`src/rtl/snake_body_buffer_if.sv`:
```
// Control and segment-stream bundle between the tick controller, the snake
// body buffer and the downstream coordinate comparator.
interface snake_body_buffer_if #(
  parameter int unsigned MAX_LEN = 64
) ();
  localparam int unsigned LW = $clog2(MAX_LEN) + 1;

  logic          move;
  logic          grow;
  logic [19:0]   new_head;
  logic          scan_start;
  logic          seg_ready;
  logic [19:0]   seg_pos;
  logic          seg_valid;
  logic          seg_last;
  logic          scan_done;
  logic [19:0]   head_pos;
  logic [LW-1:0] length;
  logic          full;
  logic          busy;

  modport master (
    output move, grow, new_head, scan_start, seg_ready,
    input  seg_pos, seg_valid, seg_last, scan_done, head_pos, length, full, busy
  );

  modport slave (
    input  move, grow, new_head, scan_start, seg_ready,
    output seg_pos, seg_valid, seg_last, scan_done, head_pos, length, full, busy
  );
endinterface

```
`src/rtl/snake_body_buffer.sv`:
```
// Circular store of snake segment coordinates {x,y}; applies move/grow
// updates and streams the body head-first over a valid/ready handshake.
module snake_body_buffer #(
  parameter int unsigned MAX_LEN   = 64,
  parameter int unsigned INIT_LEN  = 3,
  parameter logic [19:0] START_POS = {10'd320, 10'd240}
) (
  input  logic                 clk,
  input  logic                 rst,
  snake_body_buffer_if.slave   bus
);
  localparam int unsigned AW = $clog2(MAX_LEN);
  localparam int unsigned LW = AW + 1;

  typedef logic [AW-1:0] addr_t;
  typedef logic [LW-1:0] len_t;
  typedef enum logic [1:0] {ST_INIT, ST_IDLE, ST_SCAN} state_t;

  logic [19:0] mem_q [MAX_LEN];

  state_t      state_q, state_d;
  addr_t       hp_q, hp_d;
  addr_t       k_q, k_d;
  addr_t       init_cnt_q, init_cnt_d;
  len_t        len_q, len_d;
  logic [19:0] seg_pos_q, seg_pos_d;
  logic [19:0] head_pos_q, head_pos_d;
  logic        seg_valid_q, seg_valid_d;
  logic        seg_last_q, seg_last_d;
  logic        scan_done_q, scan_done_d;
  logic        busy_q, busy_d;

  logic        wr_en;
  addr_t       wr_addr;
  logic [19:0] wr_data;
  addr_t       next_k;
  logic        full;

  assign full = (len_q == len_t'(MAX_LEN));

  always_comb begin
    state_d     = state_q;
    hp_d        = hp_q;
    k_d         = k_q;
    init_cnt_d  = init_cnt_q;
    len_d       = len_q;
    seg_pos_d   = seg_pos_q;
    head_pos_d  = head_pos_q;
    seg_valid_d = seg_valid_q;
    seg_last_d  = seg_last_q;
    scan_done_d = 1'b0;
    busy_d      = busy_q;
    wr_en       = 1'b0;
    wr_addr     = hp_q;
    wr_data     = bus.new_head;
    next_k      = k_q + 1'b1;

    case (state_q)
      ST_INIT: begin
        // Segment i sits i slots behind the head; x steps back modulo 2^10.
        wr_en      = 1'b1;
        wr_addr    = '0 - init_cnt_q;
        wr_data    = {START_POS[19:10] - 10'(init_cnt_q), START_POS[9:0]};
        init_cnt_d = init_cnt_q + 1'b1;
        if (init_cnt_q == addr_t'(INIT_LEN - 1)) begin
          init_cnt_d = '0;
          state_d    = ST_IDLE;
          busy_d     = 1'b0;
        end
      end

      ST_IDLE: begin
        if (bus.move) begin
          hp_d       = hp_q + 1'b1;
          wr_en      = 1'b1;
          wr_addr    = hp_q + 1'b1;
          head_pos_d = bus.new_head;
          if (bus.grow && !full) begin
            len_d = len_q + 1'b1;
          end
        end else if (bus.scan_start) begin
          state_d     = ST_SCAN;
          busy_d      = 1'b1;
          k_d         = '0;
          seg_valid_d = 1'b1;
          seg_pos_d   = mem_q[hp_q];
          seg_last_d  = (len_q == len_t'(1));
        end
      end

      ST_SCAN: begin
        if (seg_valid_q && bus.seg_ready) begin
          if (seg_last_q) begin
            seg_valid_d = 1'b0;
            seg_last_d  = 1'b0;
            scan_done_d = 1'b1;
            state_d     = ST_IDLE;
            busy_d      = 1'b0;
          end else begin
            k_d        = next_k;
            seg_pos_d  = mem_q[hp_q - next_k];
            seg_last_d = (len_t'(next_k) == len_q - 1'b1);
          end
        end
      end

      default: begin
        state_d = ST_INIT;
      end
    endcase
  end

  always_ff @(posedge clk) begin
    if (rst) begin
      state_q     <= ST_INIT;
      hp_q        <= '0;
      k_q         <= '0;
      init_cnt_q  <= '0;
      len_q       <= len_t'(INIT_LEN);
      seg_pos_q   <= '0;
      head_pos_q  <= START_POS;
      seg_valid_q <= 1'b0;
      seg_last_q  <= 1'b0;
      scan_done_q <= 1'b0;
      busy_q      <= 1'b1;
    end else begin
      state_q     <= state_d;
      hp_q        <= hp_d;
      k_q         <= k_d;
      init_cnt_q  <= init_cnt_d;
      len_q       <= len_d;
      seg_pos_q   <= seg_pos_d;
      head_pos_q  <= head_pos_d;
      seg_valid_q <= seg_valid_d;
      seg_last_q  <= seg_last_d;
      scan_done_q <= scan_done_d;
      busy_q      <= busy_d;
    end
  end

  // Storage is not cleared on reset; INIT rewrites every live slot.
  always_ff @(posedge clk) begin
    if (!rst && wr_en) begin
      mem_q[wr_addr] <= wr_data;
    end
  end

  assign bus.seg_pos   = seg_pos_q;
  assign bus.seg_valid = seg_valid_q;
  assign bus.seg_last  = seg_last_q;
  assign bus.scan_done = scan_done_q;
  assign bus.head_pos  = head_pos_q;
  assign bus.length    = len_q;
  assign bus.full      = full;
  assign bus.busy      = busy_q;
endmodule

```
`src/flat_wrapper.sv`:
```
// flat-port wrapper written by rule: the top's interface ports become plain ports
module snake_body_buffer_flat 
#(
  parameter int unsigned MAX_LEN   = 64,
  parameter int unsigned INIT_LEN  = 3,
  parameter logic [19:0] START_POS = {10'd320, 10'd240}
)
  (clk, rst, bus_move, bus_grow, bus_new_head, bus_scan_start, bus_seg_ready, bus_seg_pos, bus_seg_valid, bus_seg_last, bus_scan_done, bus_head_pos, bus_length, bus_full, bus_busy);
  snake_body_buffer_if #(.MAX_LEN(MAX_LEN)) bus_i ();
  input  logic clk;
  input  logic rst;
  input wire logic [$bits(bus_i.move)-1:0] bus_move;
  input wire logic [$bits(bus_i.grow)-1:0] bus_grow;
  input wire logic [$bits(bus_i.new_head)-1:0] bus_new_head;
  input wire logic [$bits(bus_i.scan_start)-1:0] bus_scan_start;
  input wire logic [$bits(bus_i.seg_ready)-1:0] bus_seg_ready;
  output wire logic [$bits(bus_i.seg_pos)-1:0] bus_seg_pos;
  output wire logic [$bits(bus_i.seg_valid)-1:0] bus_seg_valid;
  output wire logic [$bits(bus_i.seg_last)-1:0] bus_seg_last;
  output wire logic [$bits(bus_i.scan_done)-1:0] bus_scan_done;
  output wire logic [$bits(bus_i.head_pos)-1:0] bus_head_pos;
  output wire logic [$bits(bus_i.length)-1:0] bus_length;
  output wire logic [$bits(bus_i.full)-1:0] bus_full;
  output wire logic [$bits(bus_i.busy)-1:0] bus_busy;
  assign bus_i.move = bus_move;
  assign bus_i.grow = bus_grow;
  assign bus_i.new_head = bus_new_head;
  assign bus_i.scan_start = bus_scan_start;
  assign bus_i.seg_ready = bus_seg_ready;
  assign bus_seg_pos = bus_i.seg_pos;
  assign bus_seg_valid = bus_i.seg_valid;
  assign bus_seg_last = bus_i.seg_last;
  assign bus_scan_done = bus_i.scan_done;
  assign bus_head_pos = bus_i.head_pos;
  assign bus_length = bus_i.length;
  assign bus_full = bus_i.full;
  assign bus_busy = bus_i.busy;
  snake_body_buffer #(.MAX_LEN(MAX_LEN), .INIT_LEN(INIT_LEN), .START_POS(START_POS)) u_core (.clk(clk), .rst(rst), .bus(bus_i));
endmodule
```
`config.mk`:
```
export PLATFORM = sky130hd
export DESIGN_NAME = snake_body_buffer_flat
export DESIGN_NICKNAME = d
export VERILOG_FILES = /design/src/rtl/snake_body_buffer_if.sv /design/src/rtl/snake_body_buffer.sv /design/src/flat_wrapper.sv
export SDC_FILE = /design/constraint.sdc
export NUM_CORES = 2
export LEC_CHECK = 0
export ABC_AREA = 1
export CORE_MARGIN = 2
export CORE_UTILIZATION = 40
export CTS_CLUSTER_DIAMETER = 120
export DETAILED_ROUTE_END_ITERATION = 10
export SETUP_SLACK_MARGIN = 0.5
export SLEW_MARGIN = 30
export SYNTH_ARGS = -nofsm -noshare
export SYNTH_HDL_FRONTEND = slang
export SYNTH_SLANG_ARGS = --single-unit
```
`constraint.sdc`:
```
create_clock -name clk -period 5.4 [get_ports clk]
set_input_delay 1.08 -clock clk [delete_from_list [all_inputs] [get_ports clk]]
set_output_delay 1.08 -clock clk [all_outputs]
set_load 0.01 [all_outputs]
```
==> metrics.txt <==
status finished, final reports clean; global-route wire length before repair 382.5 mm; sw frac 43.05%; drt pass-1 iters 7; # clock sinks 1,357; area grow syn2layout 12.58%; CP bufs+invs 4; Hold Vio Cnt, Final 0; Critical Path Source Type register; share of the synthesized area in the top cell type 54.92%; worst path cell trace ha_1, inv_1, fa_4, inv_8, buf_4, nor2_1, o21ai_0, nand3_1, nand2_1, nand2_1, nand3_1, nand3_1, nand3_1, nand3_1, nand2_1, inv_1; Site Rows 153; drt drc 0; Top delay family on crit path simple AND/OR/NAND/NOR gates; Syn. warnings 0; TritonCTS Buffers 153; CTS tree done; global-route usage over all layers 28.54%; CP max-delay cell fa_4; I/O Pins 78; DR vias 62,092; largest area contributor in the netlist edfxtp_1; post-CTS setup repair buffer count 0; period utilization 79.64%; final net count 8,339; count leader, synth nand2_1; post-DP HPWL 152.9 mm; post-CTS sizing 0; Port Buffers 77; synthesized flop and latch total 1,357; reg-to-reg slack, setup 1.10 ns; worst endpoint required time 6.11 ns; Seq/Total Area, Yosys 57.12%; Synth area leaders edfxtp_1, nand2_1, nand3_1; Total Wirelength 262.8 mm; Initial Util 40.26%; largest family of logic cells by synthesized area simple AND/OR/NAND/NOR gates; Crit Path Max Fanout 58; minimum clock period 4.300 ns; Slew headroom 22.74%; DR vias/cell 5.776; CP peak stage delay 0.82 ns; Final ANT Viol Nets 0; Switch Pwr 0.01779 W; setup TNS 0 ns; largest net degree at the start of global routing 184; hold slack 0.4587 ns; Clk pin slew, worst setup/hold paths 0.06 ns; library cells used by synthesis 37; Reg power frac 33.6%; Clk network pwr share 25.4%; Clk Latency, worst-skew pair 0.81 ns; post-synth net total 8,471; Leak 31.81 nW; fin. max-slew vios 0; Worst EP arrival 5.01 ns; Post-Synth Adder-Cell Area 0.2789%; most frequent cell on the critical path nand3_1; Syn Inst Count 8,430; initial antenna violation count 9; synthesized area 69,990 sq um; max-cap viol count 0; WL per Instance 24.45 microns; Comb pwr share 41.0%; clock tree buffer depth 3; Synth Area in Simple Gates 33.48%; DIE AREA 178,300 sq um; Iteration-0 DRC Markers 9,925; RSZ-0062 raised after global routing no; PD cells 524.6 nW/um^2; # H-tree levels 4; ys async rst share 0%; multiplexer share of the synthesized area 0%; GP Congestion 0.9073; syn avg cell area 8.302 sq um; post-synthesis xor/xnor area fraction 0.2592%; total core area 173,800 sq um; critical path type reg2reg; Hold WC Path Type reg2reg; internal power 0.02354 W; root buffer cell clkbuf_16; vias in the first global route 58,155; Least-Margin Pin Slew 1.159 ns; Final Setup Violations 0; EDFF count, synth 1,280; most instantiated cells after synthesis nand2_1, nand3_1, edfxtp_1; grt ovf 0; chip width 422.3 microns; peak supply drop 0.0004875 V; share of layout cells above drive strength 1 6.779%; Die Y 422.3 microns; Max Fclk 0.2325 GHz; hold_buf cts 0; Worst setup EP type register; clock skew 0.03059 ns; Synth Area in Compound Gates 3.009%; ys flop type edfxtp_1
-- final cells by class --
| cell class | instances | area [sq um] |
|---|---|---|
| repair buffers | 290 | 3030 |
| diodes | 2 | 5.005 |
| clock buffers | 191 | 4013 |
| well taps | 2325 | 2909 |
| fillers | 16477 | 95030 |
| inverters | 433 | 1670 |
| clock inverters | 89 | 927.1 |
| flip-flops and latches | 1357 | 39990 |
| multi-input cells | 6063 | 26240 |
-- power groups by stage --
stage | sequential (W) | clock [W] | combinational, W
floorplan | 0.0140 | 0 | 0.00947
global placement | 0.0141 | 0 | 0.0163
detailed placement | 0.0141 | 0 | 0.0164
CTS | 0.0139 | 0.0105 | 0.0165
global route | 0.0139 | 0.0110 | 0.0180
finish | 0.0139 | 0.0105 | 0.0170
-- flip-flops by register name, summed over array words and instances (netlist names), 2 cells and up, named ones only --
signal / flops
u_core.mem_q: 1280
u_core.bus.head_pos: 20
u_core.bus.seg_pos: 20
u_core.bus.length: 7
u_core.hp_q: 6
u_core.init_cnt_q: 6
u_core.k_q: 6
u_core.state_q: 2
-- per-stage QoR --
| step | power, W | utilization (%) | setup slack, ns | cell area, sq um | std cells |
|---|---|---|---|---|---|
| floorplan | 0.02345 | - | 1.205 | 69990 | 8430 |
| detailed placement | 0.03051 | 42.44 | 0.8270 | 73770 | 10465 |
| global placement | 0.03037 | 42.41 | 0.7823 | 73710 | 10464 |
| global route | 0.04293 | 45.33 | 0.9864 | 78790 | 10749 |
| finish | 0.04133 | 45.33 | 1.100 | 78790 | 10750 |
| CTS | 0.04089 | 45.28 | 1.223 | 78710 | 10745 |
-- cells in the final DEF, fill, tap and decap left out, types with 4 or more instances in the layout --
master	count
a211oi_1	4
a21oi_1	32
buf_12	48
buf_4	162
bufinv_16	14
clkbuf_1	35
clkbuf_16	154
clkdlybuf4s50_1	77
clkinv_1	28
clkinv_2	34
clkinv_8	4
clkinvlp_4	4
dfxtp_1	72
dfxtp_4	4
edfxtp_1	1280
ha_1	13
inv_1	396
inv_2	28
inv_6	5
inv_8	4
nand2_1	3394
nand2_2	4
nand2_4	5
nand3_1	1700
nand4_1	4
nor2_1	447
nor2_2	67
nor2_4	9
nor3_1	10
o211ai_1	82
o21ai_0	243
o21ai_1	6
or2_2	4
xnor2_1	4
xor2_1	13
-- worst reg2reg max path, cell delays in order, from the launching register on --
cell,delay (ns)
dfxtp_1,0.47
ha_1,0.33
inv_1,0.12
fa_4,0.83
inv_8,0.50
buf_4,0.51
nor2_1,0.10
o21ai_0,0.10
nand3_1,0.11
nand2_1,0.21
nand2_1,0.09
nand3_1,0.24
nand3_1,0.27
nand3_1,0.14
nand3_1,0.08
nand2_1,0.10
inv_1,0.04
-- cell families (layout without fill, tap and decap cells) --
family / after synthesis / in the layout
DFF: 1357 / 1357
adders and majority gates: 15 / 15
buffers and inverters: 1010 / 1003
and+or+nand+nor: 5654 / 5654
xor gates and xnor gates: 19 / 19
other: 0 / 2
AOI/OAI and AO/OA: 375 / 375
-- path summary, 6_finish.rpt --
| path | start | cells after the start | endpoint |
|---|---|---|---|
| worst max register to register | u_core.k_q[0] | 16 | u_core.bus.seg_pos[12] |
| worst min-delay path | u_core.bus.head_pos[6] | 2 | u_core.bus.head_pos[6] |
| worst min register to register | u_core.bus.head_pos[6] | 2 | u_core.bus.head_pos[6] |
| worst max-delay path | u_core.k_q[0] | 16 | u_core.bus.seg_pos[12] |
-- metal layers --
layer  part of all wire (%)  wire [microns]  vias up  GRT usage, %
li1                       -               -    27748             -
met1                     38          100600    29441         38.20
met2                     44          115700     4194         43.22
met3                     12           31420      705         6.199
met4                    5.7           15040        4         15.39
met5                  0.010              27        -             0
Power figures use the tool's default switching activity.
